## config.mk

```make
export PLATFORM = sky130hd
export DESIGN_NAME = micro_sequencer_flat
export DESIGN_NICKNAME = d
export VERILOG_FILES = /design/src/rtl/micro_sequencer_if.sv /design/src/rtl/micro_sequencer.sv /design/src/flat_wrapper.sv
export SDC_FILE = /design/constraint.sdc
export NUM_CORES = 1
export LEC_CHECK = 0
export CAP_MARGIN = 10
export CORE_UTILIZATION = 41
export CTS_CLUSTER_SIZE = 24
export DETAILED_ROUTE_END_ITERATION = 12
export PLACE_DENSITY = 0.69
export SYNTH_ARGS = -nofsm -noshare
export SYNTH_HDL_FRONTEND = slang
export SYNTH_SLANG_ARGS = --single-unit
```

## constraint.sdc

```tcl
create_clock -name clk -period 2.9 [get_ports clk]
set_input_delay 0.29 -clock clk [delete_from_list [all_inputs] [get_ports clk]]
set_output_delay 0.29 -clock clk [all_outputs]
set_load 0.02 [all_outputs]
```

## src/rtl/micro_sequencer_if.sv

```systemverilog
// Handshake, control-store load and control-word bundle between the micro_sequencer and its surroundings.
// slave = sequencer side, master = host/processing-unit side.
interface micro_sequencer_if #(
  parameter int unsigned ADDR_W = 4
);
  localparam int unsigned WORD_W = 21 + ADDR_W;

  logic              start;
  logic [ADDR_W-1:0] start_addr;
  logic              flag_z;
  logic              flag_s;
  logic              flag_v;
  logic              flag_c;
  logic              ucode_we;
  logic [ADDR_W-1:0] ucode_addr;
  logic [WORD_W-1:0] ucode_data;
  logic [2:0]        sel_a;
  logic [2:0]        sel_b;
  logic [2:0]        sel_d;
  logic [3:0]        alu_f;
  logic [2:0]        shf_h;
  logic              reg_we;
  logic              busy;
  logic              done;
  logic [3:0]        status;
  logic [ADDR_W-1:0] upc;

  modport slave (
    input  start, start_addr, flag_z, flag_s, flag_v, flag_c,
    input  ucode_we, ucode_addr, ucode_data,
    output sel_a, sel_b, sel_d, alu_f, shf_h, reg_we,
    output busy, done, status, upc
  );

  modport master (
    output start, start_addr, flag_z, flag_s, flag_v, flag_c,
    output ucode_we, ucode_addr, ucode_data,
    input  sel_a, sel_b, sel_d, alu_f, shf_h, reg_we,
    input  busy, done, status, upc
  );
endinterface

```

## src/rtl/micro_sequencer.sv

```systemverilog
// Microprogrammed control unit: writable control store, flag-latching status register, conditional next-address.
// Optional SINGLE_STEP_EN adds a step input that gates upc/status advance and reg_we.
module micro_sequencer #(
  parameter int unsigned ADDR_W = 4
) (
  input  logic clk,
  input  logic reset,
`ifdef SINGLE_STEP_EN
  input  logic step,
`endif
  micro_sequencer_if.slave bus
);
  localparam int unsigned WORD_W = 21 + ADDR_W;
  localparam int unsigned DEPTH  = 1 << ADDR_W;

  localparam logic [2:0] C_SEQ = 3'd0;
  localparam logic [2:0] C_JMP = 3'd1;
  localparam logic [2:0] C_Z   = 3'd2;
  localparam logic [2:0] C_S   = 3'd3;
  localparam logic [2:0] C_V   = 3'd4;
  localparam logic [2:0] C_C   = 3'd5;
  localparam logic [2:0] C_NZ  = 3'd6;
  localparam logic [2:0] C_END = 3'd7;

  typedef enum logic {ST_IDLE = 1'b0, ST_RUN = 1'b1} state_e;

  typedef struct packed {
    logic [2:0]        sel_a;
    logic [2:0]        sel_b;
    logic [2:0]        sel_d;
    logic [3:0]        alu_f;
    logic [2:0]        shf_h;
    logic              we;
    logic              fl;
    logic [2:0]        cond;
    logic [ADDR_W-1:0] next;
  } uinst_t;

  state_e            state_q, state_d;
  logic [ADDR_W-1:0] upc_q, upc_d;
  logic [3:0]        status_q, status_d;
  logic              done_q, done_d;

  logic [WORD_W-1:0] store_q [DEPTH];

  uinst_t            uinst_c;
  logic              advance_c;
  logic              taken_c;
  logic              store_wr_c;

  assign uinst_c    = uinst_t'(store_q[upc_q]);
  assign store_wr_c = bus.ucode_we && (state_q == ST_IDLE) && !reset;

`ifdef SINGLE_STEP_EN
  assign advance_c = step;
`else
  assign advance_c = 1'b1;
`endif

  // Branch decision looks only at the latched status, never at this cycle's flags.
  always_comb begin
    taken_c = 1'b0;
    case (uinst_c.cond)
      C_SEQ:   taken_c = 1'b0;
      C_JMP:   taken_c = 1'b1;
      C_Z:     taken_c = status_q[3];
      C_S:     taken_c = status_q[2];
      C_V:     taken_c = status_q[1];
      C_C:     taken_c = status_q[0];
      C_NZ:    taken_c = !status_q[3];
      default: taken_c = 1'b0;
    endcase
  end

  // State register.
  always_ff @(posedge clk) begin
    if (reset) begin
      state_q  <= ST_IDLE;
      upc_q    <= '0;
      status_q <= '0;
      done_q   <= 1'b0;
    end else begin
      state_q  <= state_d;
      upc_q    <= upc_d;
      status_q <= status_d;
      done_q   <= done_d;
    end
  end

  // Control store keeps its contents across reset.
  always_ff @(posedge clk) begin
    if (store_wr_c) begin
      store_q[bus.ucode_addr] <= bus.ucode_data;
    end
  end

  // Next-state, next-upc and flag latch.
  always_comb begin
    state_d  = state_q;
    upc_d    = upc_q;
    status_d = status_q;
    done_d   = 1'b0;
    case (state_q)
      ST_IDLE: begin
        if (bus.start) begin
          state_d = ST_RUN;
          upc_d   = bus.start_addr;
        end
      end
      ST_RUN: begin
        if (advance_c) begin
          if (uinst_c.fl) begin
            status_d = {bus.flag_z, bus.flag_s, bus.flag_v, bus.flag_c};
          end
          if (uinst_c.cond == C_END) begin
            state_d = ST_IDLE;
            upc_d   = '0;
            done_d  = 1'b1;
          end else if (taken_c) begin
            upc_d = uinst_c.next;
          end else begin
            upc_d = upc_q + ADDR_W'(1);
          end
        end
      end
      default: state_d = ST_IDLE;
    endcase
  end

  // Control word is a live copy of store[upc] in RUN; everything is forced low while reset is high.
  always_comb begin
    bus.sel_a  = '0;
    bus.sel_b  = '0;
    bus.sel_d  = '0;
    bus.alu_f  = '0;
    bus.shf_h  = '0;
    bus.reg_we = 1'b0;
    bus.busy   = 1'b0;
    bus.done   = 1'b0;
    bus.status = '0;
    bus.upc    = '0;
    if (!reset) begin
      bus.done   = done_q;
      bus.status = status_q;
      bus.upc    = upc_q;
      if (state_q == ST_RUN) begin
        bus.sel_a  = uinst_c.sel_a;
        bus.sel_b  = uinst_c.sel_b;
        bus.sel_d  = uinst_c.sel_d;
        bus.alu_f  = uinst_c.alu_f;
        bus.shf_h  = uinst_c.shf_h;
        bus.reg_we = uinst_c.we && advance_c;
        bus.busy   = 1'b1;
      end
    end
  end
endmodule

```

## src/flat_wrapper.sv

```systemverilog
// flat-port wrapper written by rule: the top's interface ports become plain ports
module micro_sequencer_flat 
#(
  parameter int unsigned ADDR_W = 4
)
  (clk, reset, bus_start, bus_start_addr, bus_flag_z, bus_flag_s, bus_flag_v, bus_flag_c, bus_ucode_we, bus_ucode_addr, bus_ucode_data, bus_sel_a, bus_sel_b, bus_sel_d, bus_alu_f, bus_shf_h, bus_reg_we, bus_busy, bus_done, bus_status, bus_upc);
  micro_sequencer_if #(.ADDR_W(ADDR_W)) bus_i ();
  input  logic clk;
  input  logic reset;
  input wire logic [$bits(bus_i.start)-1:0] bus_start;
  input wire logic [$bits(bus_i.start_addr)-1:0] bus_start_addr;
  input wire logic [$bits(bus_i.flag_z)-1:0] bus_flag_z;
  input wire logic [$bits(bus_i.flag_s)-1:0] bus_flag_s;
  input wire logic [$bits(bus_i.flag_v)-1:0] bus_flag_v;
  input wire logic [$bits(bus_i.flag_c)-1:0] bus_flag_c;
  input wire logic [$bits(bus_i.ucode_we)-1:0] bus_ucode_we;
  input wire logic [$bits(bus_i.ucode_addr)-1:0] bus_ucode_addr;
  input wire logic [$bits(bus_i.ucode_data)-1:0] bus_ucode_data;
  output wire logic [$bits(bus_i.sel_a)-1:0] bus_sel_a;
  output wire logic [$bits(bus_i.sel_b)-1:0] bus_sel_b;
  output wire logic [$bits(bus_i.sel_d)-1:0] bus_sel_d;
  output wire logic [$bits(bus_i.alu_f)-1:0] bus_alu_f;
  output wire logic [$bits(bus_i.shf_h)-1:0] bus_shf_h;
  output wire logic [$bits(bus_i.reg_we)-1:0] bus_reg_we;
  output wire logic [$bits(bus_i.busy)-1:0] bus_busy;
  output wire logic [$bits(bus_i.done)-1:0] bus_done;
  output wire logic [$bits(bus_i.status)-1:0] bus_status;
  output wire logic [$bits(bus_i.upc)-1:0] bus_upc;
  assign bus_i.start = bus_start;
  assign bus_i.start_addr = bus_start_addr;
  assign bus_i.flag_z = bus_flag_z;
  assign bus_i.flag_s = bus_flag_s;
  assign bus_i.flag_v = bus_flag_v;
  assign bus_i.flag_c = bus_flag_c;
  assign bus_i.ucode_we = bus_ucode_we;
  assign bus_i.ucode_addr = bus_ucode_addr;
  assign bus_i.ucode_data = bus_ucode_data;
  assign bus_sel_a = bus_i.sel_a;
  assign bus_sel_b = bus_i.sel_b;
  assign bus_sel_d = bus_i.sel_d;
  assign bus_alu_f = bus_i.alu_f;
  assign bus_shf_h = bus_i.shf_h;
  assign bus_reg_we = bus_i.reg_we;
  assign bus_busy = bus_i.busy;
  assign bus_done = bus_i.done;
  assign bus_status = bus_i.status;
  assign bus_upc = bus_i.upc;
  micro_sequencer #(.ADDR_W(ADDR_W)) u_core (.clk(clk), .reset(reset), .bus(bus_i));
endmodule
```

After elaboration in Yosys (flattened, before gate mapping):

Memories as Yosys holds them, arrays and structs flattened. A register that Yosys moved wholly into a read port is not among the register bits.
Index checks and enable logic that the tools add are counted.
Widths: inputs -> output; s select.

* eq/ne operators: 8
* mux-type cells: 30
* add/subtract/negate cells: 1
* bitwise gates (word level): 1
* reductions and logical operators: 6

Operators by type and width (count)
* $mux 4: 9
* $mux 3: 8
* $eq 3x3->1 const B: 4
* $mux 1: 10
* $pmux 4 s2: 1
* $eq 3x2->1 const B: 2
* $pmux 1 s6: 1
* $add 4x1->4 const B: 1
* $eq 3x1->1 const B: 1
* $logic_and 1x1->1: 2
* $logic_not 1->1: 2
* $ne 2x2->1 const B: 1
* $pmux 1 s2: 1
* $reduce_and 2->1: 1
* $reduce_or 2->1: 1
* $not 1->1: 1

* output and inout bits: 27
* memories kept: 1
* bits in writable memories: 400
* bits of input ports: 41
* register bits after elaboration: 10

Memory list
* u_core.store_q: words 16, bits a word 25, read ports 1, clocked after Yosys merged registers in 1, write ports 1, RTL line micro_sequencer.sv:44 `logic [WORD_W-1:0] store_q [DEPTH];`

Logic depth before layout (Yosys ltp):

* depth after elaboration: 7
* gate-level depth with buffers: 9

Least setup slack after synthesis:

Ideal clock, no wire load.

* path kind: reg-to-reg
* from: register u_core.state_q
* to: memory u_core.store_q[8][0] in the netlist's numbering, enable pin
* slack: -267 ps
* cell stages (with the launch flop): 5
* required time: 2461 ps
* data arrival time: 2728 ps
* path buffers: 1
* cell sequence: dfxtp_1 clkbuf_1 nor4b_1 nand2_1 nor3_1

* longest elaborated chain between the ends: 5

RTL lines
* from (decl): RTL line micro_sequencer.sv:39 `state_e state_q, state_d;`
* from (signal assigned): RTL line micro_sequencer.sv:83 `state_q <= state_d;`
* $not 1->1 (no source line)
* $logic_and 1x1->1 (2 in a row): RTL line micro_sequencer.sv:52 `assign store_wr_c = bus.ucode_we && (state_q == ST_IDLE) && !reset;`
* $mux 1: RTL line micro_sequencer.sv:92 `if (store_wr_c) begin`
* $mux 1 (not written as such): RTL line micro_sequencer.sv:93 `store_q[bus.ucode_addr] <= bus.ucode_data;`
* to (decl): RTL line micro_sequencer.sv:44

No other way between the ends.

==> impl_metrics.ini <==
[timing]
hold_viol_final = 0
worst_slack_ns = -0.02259
fmax_mhz = 342.2
maxSlewViolCount = 0
rsz0062_at_grt = true
max_slew_margin_pct = 60.45
period_share_pct = 100.8
setup_violations = 3
fin_crit_ns = 2.923
skew_ns = 0.02017
tightest_slew_ns = 0.5914

[grt]
grt_max_degree = 38
grt-ovfl-total = 0
grt_pass1_vias = 7915
grt_first_pass_wirelength_um = 52940
grt_use_total_pct = 18.66
antenna_found_initial = 0

[critical_path]
critPathMaxStageDelay_ns = 0.52
worstSetupPathType = register to primary output
critPathArrivalTime_ns = 2.63
slowest_stage = mux4_2
setup.worst_path.start_class = register
crit_chain = buf_12 > buf_12 > buf_6 > mux4_2 > mux4_2 > and2_4 > buf_6
required_ns = 2.61
crit_fanout = 6
critPathCaptureType = primary output

[synth]
async_flop_share_pct = 0
ys.flop_type = edfxtp_1
yosys.area.top_type = edfxtp_1
synth_edf_count = 400
synth_cells = 694
ys_seq_area_share_pct = 76.65
synthTopCellsByArea = edfxtp_1, mux4_2, dfxtp_1, mux4_1, and2_1
syn_avg_cell_area_um2 = 23.11
yosysWarnings = 0
ys_types = 39
syn_nets = 736
synth_area_um2 = 16040
synth_most_common_cell = edfxtp_1
synth_common_cells = edfxtp_1, mux4_2, nor2_1
yosys.area.top_type_share_pct = 74.91
ys_ff_latch = 414

[routing]
drt_first_pass_iters = 5
drc_errors = 0
drt_iter0_drc = 706
vias_per_cell = 5.480
ant_nets = 0
vias = 7700
wire_per_inst_um = 25.52
routed_wl_um = 35850

[floorplanning]
rows = 72
ios = 68
core_um2 = 38650
die_area_um2 = 39910
start_util_pct = 41.49
die_y_um = 199.8
die_w_um = 199.8

[layout]
layout-drive-gt1-share_pct = 35.74
fin_nets = 902
num_antenna_cells = 0
area_growth_pct = 23.78
design_area_um2 = 19850

[place]
dpl.hpwl_um = 19500
gp_congestion = 0.7232
post-place-ws_ns = 0.1386
placed_area_um2 = 18050
port_buffers = 67

[outcome]
status = finished with violations
violations = setup timing

[clock_tree]
clkSinkCount = 414
cts_buffer_depth = 3
root_buffer = clkbuf_16
htreeDepth = 2
cts_tree = built
clkTransAtPathRegs_ns = 0.06
cts_buffers = 42
clkLatencyLatePin_ns = 0.56

[min_path]
hold_path_class = input pin to register

[power]
p_leak_uw = 0.006392
peakVddDrop_mv = 0.4730
powerDensity_nw_per_um2 = 846.8

[flow_run]
drv_cap = 0
==> power by group <==
part	internal, µW	switching (µW)
Sequential	6670	113
Clock	2870	2230
Combinational	2860	2060
Total	12400	4410
==> repair_timing <==
action / CTS / global route
setup endpoints to repair: 17 / 23
pin swaps: 14 / 1
gates cloned: 8 / 0
hold buffers: 0 / 0
resized for setup: 136 / 5
buffers inserted: 23 / 2
==> cell usage in the layout, fill, tap and decap left out, types with 3 or more instances in the layout <==
cell type,count
a211o_1,4
clkbuf_16,42
buf_6,21
clkdlybuf4s50_1,50
dfxtp_1,11
nor2b_1,9
nand2b_1,5
clkbuf_1,12
clkinv_1,5
buf_12,26
mux4_1,6
nor3_4,5
inv_1,6
buf_16,5
nor2_4,12
nand4b_1,3
nor2_1,13
edfxtp_1,400
mux4_2,117
clkinv_2,5
and4b_1,4
buf_4,47
and2_4,16
a2111oi_0,6
nand2_1,4
mux2i_1,10
nor3_1,6
buf_8,4
==> critical path: cells and delay by family (launching register included) <==
family                 cells  cell delay [ns]
flip-flops                 1             0.41
multiplexers               2             1.01
AND/OR/NAND/NOR            1             0.16
buffers and inverters      4             0.49
==> kinds of logic after synthesis <==
| kind of cell | after synthesis | synth area share, % |
|---|---|---|
| compound gates | 16 | 0.8193 |
| xor+xnor | 2 | 0.1093 |
| fa+ha+maj | 1 | 0.07801 |
| buf+inv | 41 | 1.085 |
| flops | 414 | 76.65 |
| mux | 133 | 18.04 |
| simple gates | 87 | 3.215 |
==> layout make-up <==
| type | instances | area (µm²) |
|---|---|---|
| fillers | 2923 | 18800 |
| flip-flops and latches | 414 | 12300 |
| multi-input cells | 239 | 3745 |
| repair buffers | 155 | 1846 |
| clock buffers | 54 | 1096 |
| well taps | 518 | 648.1 |
| clock inverters | 17 | 183.9 |
| inverters | 8 | 30.03 |
==> final timing paths <==
| check | start | endpoint | slack (ns) | depth (start not counted) |
|---|---|---|---|---|
| worst min register to register | u_core.status_q[1] | u_core.status_q[1] | 0.50 | 2 |
| worst max register to register | register | register | 0.14 | 8 |
| worst min-delay path | bus_flag_v | u_core.status_q[1] | 0.36 | 3 |
| worst max-delay path | register | bus_sel_d[0] | -0.02 | 7 |
==> sequential cells by signal, summed over array words and instances (netlist names), named ones only <==
register	count
u_core.done_q	1
u_core.status_q	4
u_core.state_q	1
u_core.store_q	400
u_core.upc_q	4
==> metrics by stage <==
step | hold slack [ns] | total power, µW | utilization (%) | instances | setup TNS, ns
CTS | 0.3453 | 17090 | 51.57 | 1408 | -0.7874
global placement | 0.4781 | 10990 | 46.72 | 1306 | 0
finish | 0.3602 | 16810 | 51.36 | 1405 | -0.03173
global route | 0.3799 | 17460 | 51.36 | 1405 | -0.5013
detailed placement | 0.4876 | 11020 | 46.72 | 1306 | 0
floorplan | 0.3889 | 9710 | - | 694 | 0
==> metal layers <==
layer / global-route usage (%) / wire (µm) / vias to the layer above
met5: 0 / 0 / -
met4: 4.467 / 614 / 0
met3: 3.125 / 2396 / 54
met2: 31.03 / 18050 / 294
met1: 25.87 / 14790 / 4071
li1: - / - / 3281
No activity file was read; power rests on OpenSTA's default activity.
